==> src/rtl/network_receive_port.sv <==
// TSN receive port: strips GMII preamble/SFD, packs frame bytes into PCB
// words under a pooled bufid, then emits a descriptor or returns the bufid.
module network_receive_port #(
   parameter int MAX_WORDS = 128,
   parameter int MIN_BYTES = 64
) (
   input  logic         i_clk,
   input  logic         i_rst,
   input  logic [7:0]   iv_gmii_rxd,
   input  logic         i_gmii_rx_dv,
   input  logic         i_gmii_rx_er,
   input  logic [8:0]   iv_free_bufid,
   input  logic         i_bufid_empty,
   output logic         o_bufid_rd,
   output logic [133:0] ov_pkt_data,
   output logic [15:0]  ov_pkt_waddr,
   output logic         o_pkt_wr,
   output logic [59:0]  ov_descriptor,
   output logic         o_descriptor_wr,
   input  logic         i_descriptor_ack,
   output logic [8:0]   ov_release_bufid,
   output logic         o_release_wr,
   input  logic         i_release_ack,
   output logic         o_pkt_cnt_pulse,
   output logic         o_discard_pulse,
   output logic [2:0]   ov_nrp_state
);

   localparam logic [11:0] MAX_B = 12'(MAX_WORDS * 16);
   localparam logic [11:0] MIN_B = 12'(MIN_BYTES);

   typedef enum logic [2:0] {
      S_IDLE = 3'd0,
      S_PRE  = 3'd1,
      S_RECV = 3'd2,
      S_DESC = 3'd3,
      S_REL  = 3'd4,
      S_DROP = 3'd5
   } state_t;

   state_t         r_state;
   logic [127:0]   r_word;
   logic [3:0]     r_bidx;
   logic [6:0]     r_widx;
   logic [11:0]    r_cnt;
   logic [8:0]     r_bufid;
   logic [47:0]    r_tsn;
   logic           r_first;
   logic           r_bad;
   logic           r_late;

   logic           w_full_pend;
   logic           w_frame_bad;
   logic [3:0]     w_tail_vb;
   logic [6:0]     w_bpos;
   logic [11:0]    w_cnt_inc;

   // A full word is held until the next byte or dv fall says whether it is the tail
   assign w_full_pend = (r_bidx == 4'd0) && (r_cnt != 12'd0);
   assign w_frame_bad = r_bad || (r_cnt < MIN_B) || (r_cnt > MAX_B);
   assign w_tail_vb   = (r_bidx == 4'd0) ? 4'hF : r_bidx - 4'd1;
   assign w_bpos      = {~r_bidx, 3'b000};
   assign w_cnt_inc   = (r_cnt == 12'hFFF) ? r_cnt : r_cnt + 12'd1;
   assign ov_nrp_state = r_state;

   always_ff @(posedge i_clk or posedge i_rst) begin
      if (i_rst) begin
         r_state          <= S_IDLE;
         r_word           <= '0;
         r_bidx           <= '0;
         r_widx           <= '0;
         r_cnt            <= '0;
         r_bufid          <= '0;
         r_tsn            <= '0;
         r_first          <= 1'b0;
         r_bad            <= 1'b0;
         r_late           <= 1'b0;
         o_bufid_rd       <= 1'b0;
         ov_pkt_data      <= '0;
         ov_pkt_waddr     <= '0;
         o_pkt_wr         <= 1'b0;
         ov_descriptor    <= '0;
         o_descriptor_wr  <= 1'b0;
         ov_release_bufid <= '0;
         o_release_wr     <= 1'b0;
         o_pkt_cnt_pulse  <= 1'b0;
         o_discard_pulse  <= 1'b0;
      end else begin
         o_bufid_rd      <= 1'b0;
         o_pkt_wr        <= 1'b0;
         o_pkt_cnt_pulse <= 1'b0;
         o_discard_pulse <= 1'b0;
         unique case (r_state)
            S_IDLE: begin
               if (i_gmii_rx_dv) r_state <= S_PRE;
            end
            S_PRE: begin
               if (!i_gmii_rx_dv) begin
                  r_state <= S_IDLE;
               end else if (iv_gmii_rxd == 8'hD5) begin
                  if (i_bufid_empty) begin
                     o_discard_pulse <= 1'b1;
                     r_late          <= 1'b0;
                     r_state         <= S_DROP;
                  end else begin
                     o_bufid_rd <= 1'b1;
                     r_bufid    <= iv_free_bufid;
                     r_cnt      <= '0;
                     r_bidx     <= '0;
                     r_widx     <= '0;
                     r_first    <= 1'b1;
                     r_bad      <= 1'b0;
                     r_state    <= S_RECV;
                  end
               end
            end
            S_RECV: begin
               if (i_gmii_rx_dv) begin
                  if (w_full_pend && !r_bad && !i_gmii_rx_er) begin
                     o_pkt_wr     <= 1'b1;
                     ov_pkt_data  <= {r_first, 1'b0, 4'hF, r_word};
                     ov_pkt_waddr <= {r_bufid, r_widx};
                     r_widx       <= r_widx + 7'd1;
                     r_first      <= 1'b0;
                  end
                  if (r_bidx == 4'd0) r_word <= {iv_gmii_rxd, 120'd0};
                  else r_word[w_bpos +: 8] <= iv_gmii_rxd;
                  r_bidx <= r_bidx + 4'd1;
                  r_cnt  <= w_cnt_inc;
                  if (r_cnt < 12'd6) r_tsn <= {r_tsn[39:0], iv_gmii_rxd};
                  if (i_gmii_rx_er || r_cnt >= MAX_B) r_bad <= 1'b1;
               end else begin
                  r_late <= 1'b0;
                  if (!w_frame_bad) begin
                     o_pkt_wr     <= 1'b1;
                     ov_pkt_data  <= {r_first, 1'b1, w_tail_vb, r_word};
                     ov_pkt_waddr <= {r_bufid, r_widx};
                     r_state      <= S_DESC;
                  end else begin
                     r_state <= S_REL;
                  end
               end
            end
            S_DESC: begin
               r_late <= r_late | i_gmii_rx_dv;
               if (!o_descriptor_wr) begin
                  o_descriptor_wr <= 1'b1;
                  ov_descriptor   <= {r_tsn, r_tsn[47:45], r_bufid};
               end else if (i_descriptor_ack) begin
                  o_descriptor_wr <= 1'b0;
                  o_pkt_cnt_pulse <= 1'b1;
                  r_state <= (r_late | i_gmii_rx_dv) ? S_DROP : S_IDLE;
               end
            end
            S_REL: begin
               r_late <= r_late | i_gmii_rx_dv;
               if (!o_release_wr) begin
                  o_release_wr     <= 1'b1;
                  ov_release_bufid <= r_bufid;
               end else if (i_release_ack) begin
                  o_release_wr    <= 1'b0;
                  o_discard_pulse <= 1'b1;
                  r_state <= (r_late | i_gmii_rx_dv) ? S_DROP : S_IDLE;
               end
            end
            S_DROP: begin
               // A frame overlapping a handshake is counted once it has passed
               if (!i_gmii_rx_dv) begin
                  o_discard_pulse <= r_late;
                  r_late          <= 1'b0;
                  r_state         <= S_IDLE;
               end
            end
            default: r_state <= S_IDLE;
         endcase
      end
   end

endmodule

==> config.mk <==
export PLATFORM = sky130hd
export DESIGN_NAME = network_receive_port
export DESIGN_NICKNAME = d
export VERILOG_FILES = /design/src/rtl/network_receive_port.sv
export SDC_FILE = /design/constraint.sdc
export NUM_CORES = 1
export LEC_CHECK = 0
export ABC_AREA = 1
export CELL_PAD_IN_SITES_DETAIL_PLACEMENT = 0
export CELL_PAD_IN_SITES_GLOBAL_PLACEMENT = 1
export CORE_ASPECT_RATIO = 0.5
export CORE_MARGIN = 2
export CORE_UTILIZATION = 45
export CTS_CLUSTER_SIZE = 30
export DETAILED_ROUTE_END_ITERATION = 12
export GPL_ROUTABILITY_DRIVEN = 1
export HOLD_SLACK_MARGIN = 0.1
export PLACE_DENSITY_LB_ADDON = 0.25
export SLEW_MARGIN = 0
export SYNTH_ARGS = -nofsm -noshare
export SYNTH_HDL_FRONTEND = slang
export SYNTH_SLANG_ARGS = --single-unit
==> constraint.sdc <==
create_clock -name i_clk -period 37.8 [get_ports i_clk]
set_input_delay 5.67 -clock i_clk [delete_from_list [all_inputs] [get_ports i_clk]]
set_output_delay 5.67 -clock i_clk [all_outputs]
set_load 0.005 [all_outputs]
==> reports/metrics.cfg <==
[global_route]
grt.overflow.total = 0
grt_max_degree = 184
grt_pass1_wl_um = 78480
grt_pass1_vias = 13780
antenna_found_initial = 0
grt_usage = 0.2353

[yosys]
synth.top_cells.by_area = dfrtp_1 60%, nand2_1 17%, nand3_1 7.0%
synth-edff-count = 0
avgSynthCellArea_um2 = 8.763
synth_top_family_by_area = simple AND/OR/NAND/NOR gates
synthSimpleGateAreaFrac = 0.2679
syn-num-nets = 2104
synth-compound-area-share = 0.06312
synth_adder_area_share = 0.005513
yosysTopAreaCellShare = 0.6009
yosys.area.top_type = dfrtp_1
ys_async_sr_fraction = 1.000
synthCells = 2072
synth_cell_types = 34
yosysWarnings = 0
synth-xor-area-share = 0.002894
ys_seq_area_frac = 0.6009
ys.flop_type = dfrtp_1
ys_seq_elements = 436
netlist_area_mm2 = 0.01816
synth_mux_area_frac = 0.005513

[pwr]
swShare = 0.3144
p_switching_mw = 0.4218
combPwrFrac = 0.231
p_int_mw = 0.9198
leakage_nw = 11.01
finalPower_mw = 1.342
seqPwrFrac = 0.438
p_clk_frac = 0.331
ir_drop_v = 0.00003307
power.density_mw_per_mm2 = 59.96

[setup_path]
critPathBufInv = 4
start_kind = primary input
cp_cell_sequence = clkdlybuf4s50_1, inv_2, nor2_4, buf_4, nand3_4, nand2_4, buf_4, nand2_1, nand2_1
crit_family = buffers and inverters
regToRegSetupSlack_ns = 33.11
cp-end-kind = register
crit_fanout = 89
slowest_stage = nand2_4
max_stage_delay_ns = 0.92
required_ns = 38.28
cp.arrival_ns = 9.91
critPathKind = primary input to register

[cts]
cts-resized-gates = 0
clkLatencyLatePin_ns = 0.55
postCtsHoldBufs = 0
cts.htree.levels = 2
cts_made_buffers = 40
clockRootBuffer = clkbuf_16
cts_tree = built
path_clk_slew_ns = 0.06
cts_buffer_depth = 3
postCtsSetupBuffers = 0
clock-sinks = 436

[final_layout]
final_cells = 2833
post-route-util = 0.5692
fillCellCount = 3675
post-route-cell-area_mm2 = 0.02237
diodes = 0
areaGrowthSynthToFinish_pct = 23.22
nNetsFinal = 2304
drive_above_1_share = 0.05254

[timing]
grt_setup_unrepaired = no
fin_crit_sh = 0.2496
setup_viol = 0
worst_pin_slew_ns = 1.030
slew_headroom = 0.3135
fmax_mhz = 106.0
finalHoldViolCount = 0
hold_ws_ns = 0.4660
setup-tns-final_ns = 0
setup_ws_ns = 28.36
period_minus_slack_ns = 9.436
timing.final.max_slew_violations = 0
finalClockSkew_ns = 0.01799

[routing]
wl_met1_um = 23350
wl_met2_um = 22640
drt_iter0_drc = 1398
wire_per_inst_um = 17.37
viasPerCell = 5.148
top_layer_used = met4
drc_errors = 0
ant_nets = 0
routed-wl-met3_um = 2610
wl_um = 49220
vias = 14580
firstDrtPassIters = 6

[worst_hold_path]
hp-class = register to register

[placed_design]
placedCellCount = 2760
postPlaceCellArea_mm2 = 0.02093
routabilityCongestion = 0.8447
preCtsSetupSlack_ns = 27.80
port_buffers = 251
dp_hpwl_um = 33040

[status]
status = finished clean

[floorplan]
rows = 51
fp.coreArea_mm2 = 0.03931
boundaryPins = 252
die-height_um = 146.0
die_w_um = 288.1
dieArea_mm2 = 0.04207
initial_utilization = 0.4619

[flow_run]
cap_violations = 0

-- metal layers --
metal  global-route usage  up-vias
met4              0.04041        0
li1                     -     7062
met3              0.03531       58
met1               0.3564     7085
met2               0.3637      379
met5                    0        -
-- state kept, by name, indices dropped and copies added, names as in the netlist --
name and flops:
o_descriptor_wr 1, o_bufid_rd 1, o_release_wr 1, o_pkt_cnt_pulse 1
r_first 1, o_pkt_wr 1, r_bad 1, r_late 1
r_word 128, r_cnt 12, ov_nrp_state 3, ov_pkt_waddr 16
ov_pkt_data 134, r_widx 7, ov_descriptor 57, ov_release_bufid 9
r_bidx 4, r_bufid 9, r_tsn 48, o_discard_pulse 1
-- power by group through the flow --
stage	Sequential (mW)	Clock, mW	Combinational (mW)
2_1_floorplan	0.583	0	0.182
3_3_place_gp	0.595	0	0.307
3_5_place_dp	0.596	0	0.311
4_1_cts	0.588	0.453	0.312
5_1_grt	0.596	0.475	0.349
6_report	0.588	0.445	0.309
-- cells in the mapped netlist (all sizes together) (9+ instances only) --
cell / number
nand2: 810
dfrtp: 436
nand3: 257
o21ai: 200
inv: 114
buf: 73
nor2: 67
clkbuf: 31
nor3: 14
nand4: 13
o22ai: 10
or2: 9
-- area by class of cell --
type                       count  area [um2]  share of cell area
clock inverter                15       239.0             0.01068
inverter                     115       439.2             0.01963
sequential                   436       10910              0.4877
multi-input combinational   1417        6300              0.2816
timing repair buffer         262        2620              0.1171
clock buffer                  58        1201             0.05369
tap                          530       663.1             0.02964
-- worst reg2reg max path: cells and delay by family (launching register included) --
family	cells	cell delay, ns
buf+inv	2	1.16
flops	1	0.60
fa+ha+maj	1	0.29
simple gates	6	2.58
-- cell families after synthesis --
| logic type | Yosys count |
|---|---|
| simple gates | 1172 |
| mux | 9 |
| flops | 436 |
| compound gates | 222 |
| buf+inv | 219 |
| fa+ha+maj | 8 |
| xor+xnor | 6 |
-- cells in the final DEF, fill, tap and decap left out, types with 8 or more instances in the layout --
cell type	synthesis	routed
nand2_1	807	806
dfrtp_1	436	436
nand3_1	255	255
clkdlybuf4s50_1	0	251
o21ai_0	178	178
inv_1	107	106
nor2_1	57	57
clkbuf_16	0	42
o21ai_1	21	21
nor3_1	14	14
nand4_1	12	12
o22ai_1	10	10
or2_2	9	9
clkbuf_8	0	9
buf_4	6	9
mux2_2	8	8
ha_1	8	8
-- worst paths after layout --
kind,endpoint,depth (start not counted),startpoint
max,ov_pkt_data[13],9,i_gmii_rx_dv
max reg2reg,ov_pkt_data[13],9,r_bidx[0]
min reg2reg,ov_pkt_data[132],2,ov_pkt_data[132]
min,ov_pkt_data[132],2,ov_pkt_data[132]
min in group asynchronous,r_tsn[24],2,i_rst
max in group asynchronous,r_word[69],4,i_rst
(Power assumes the default switching activity.)
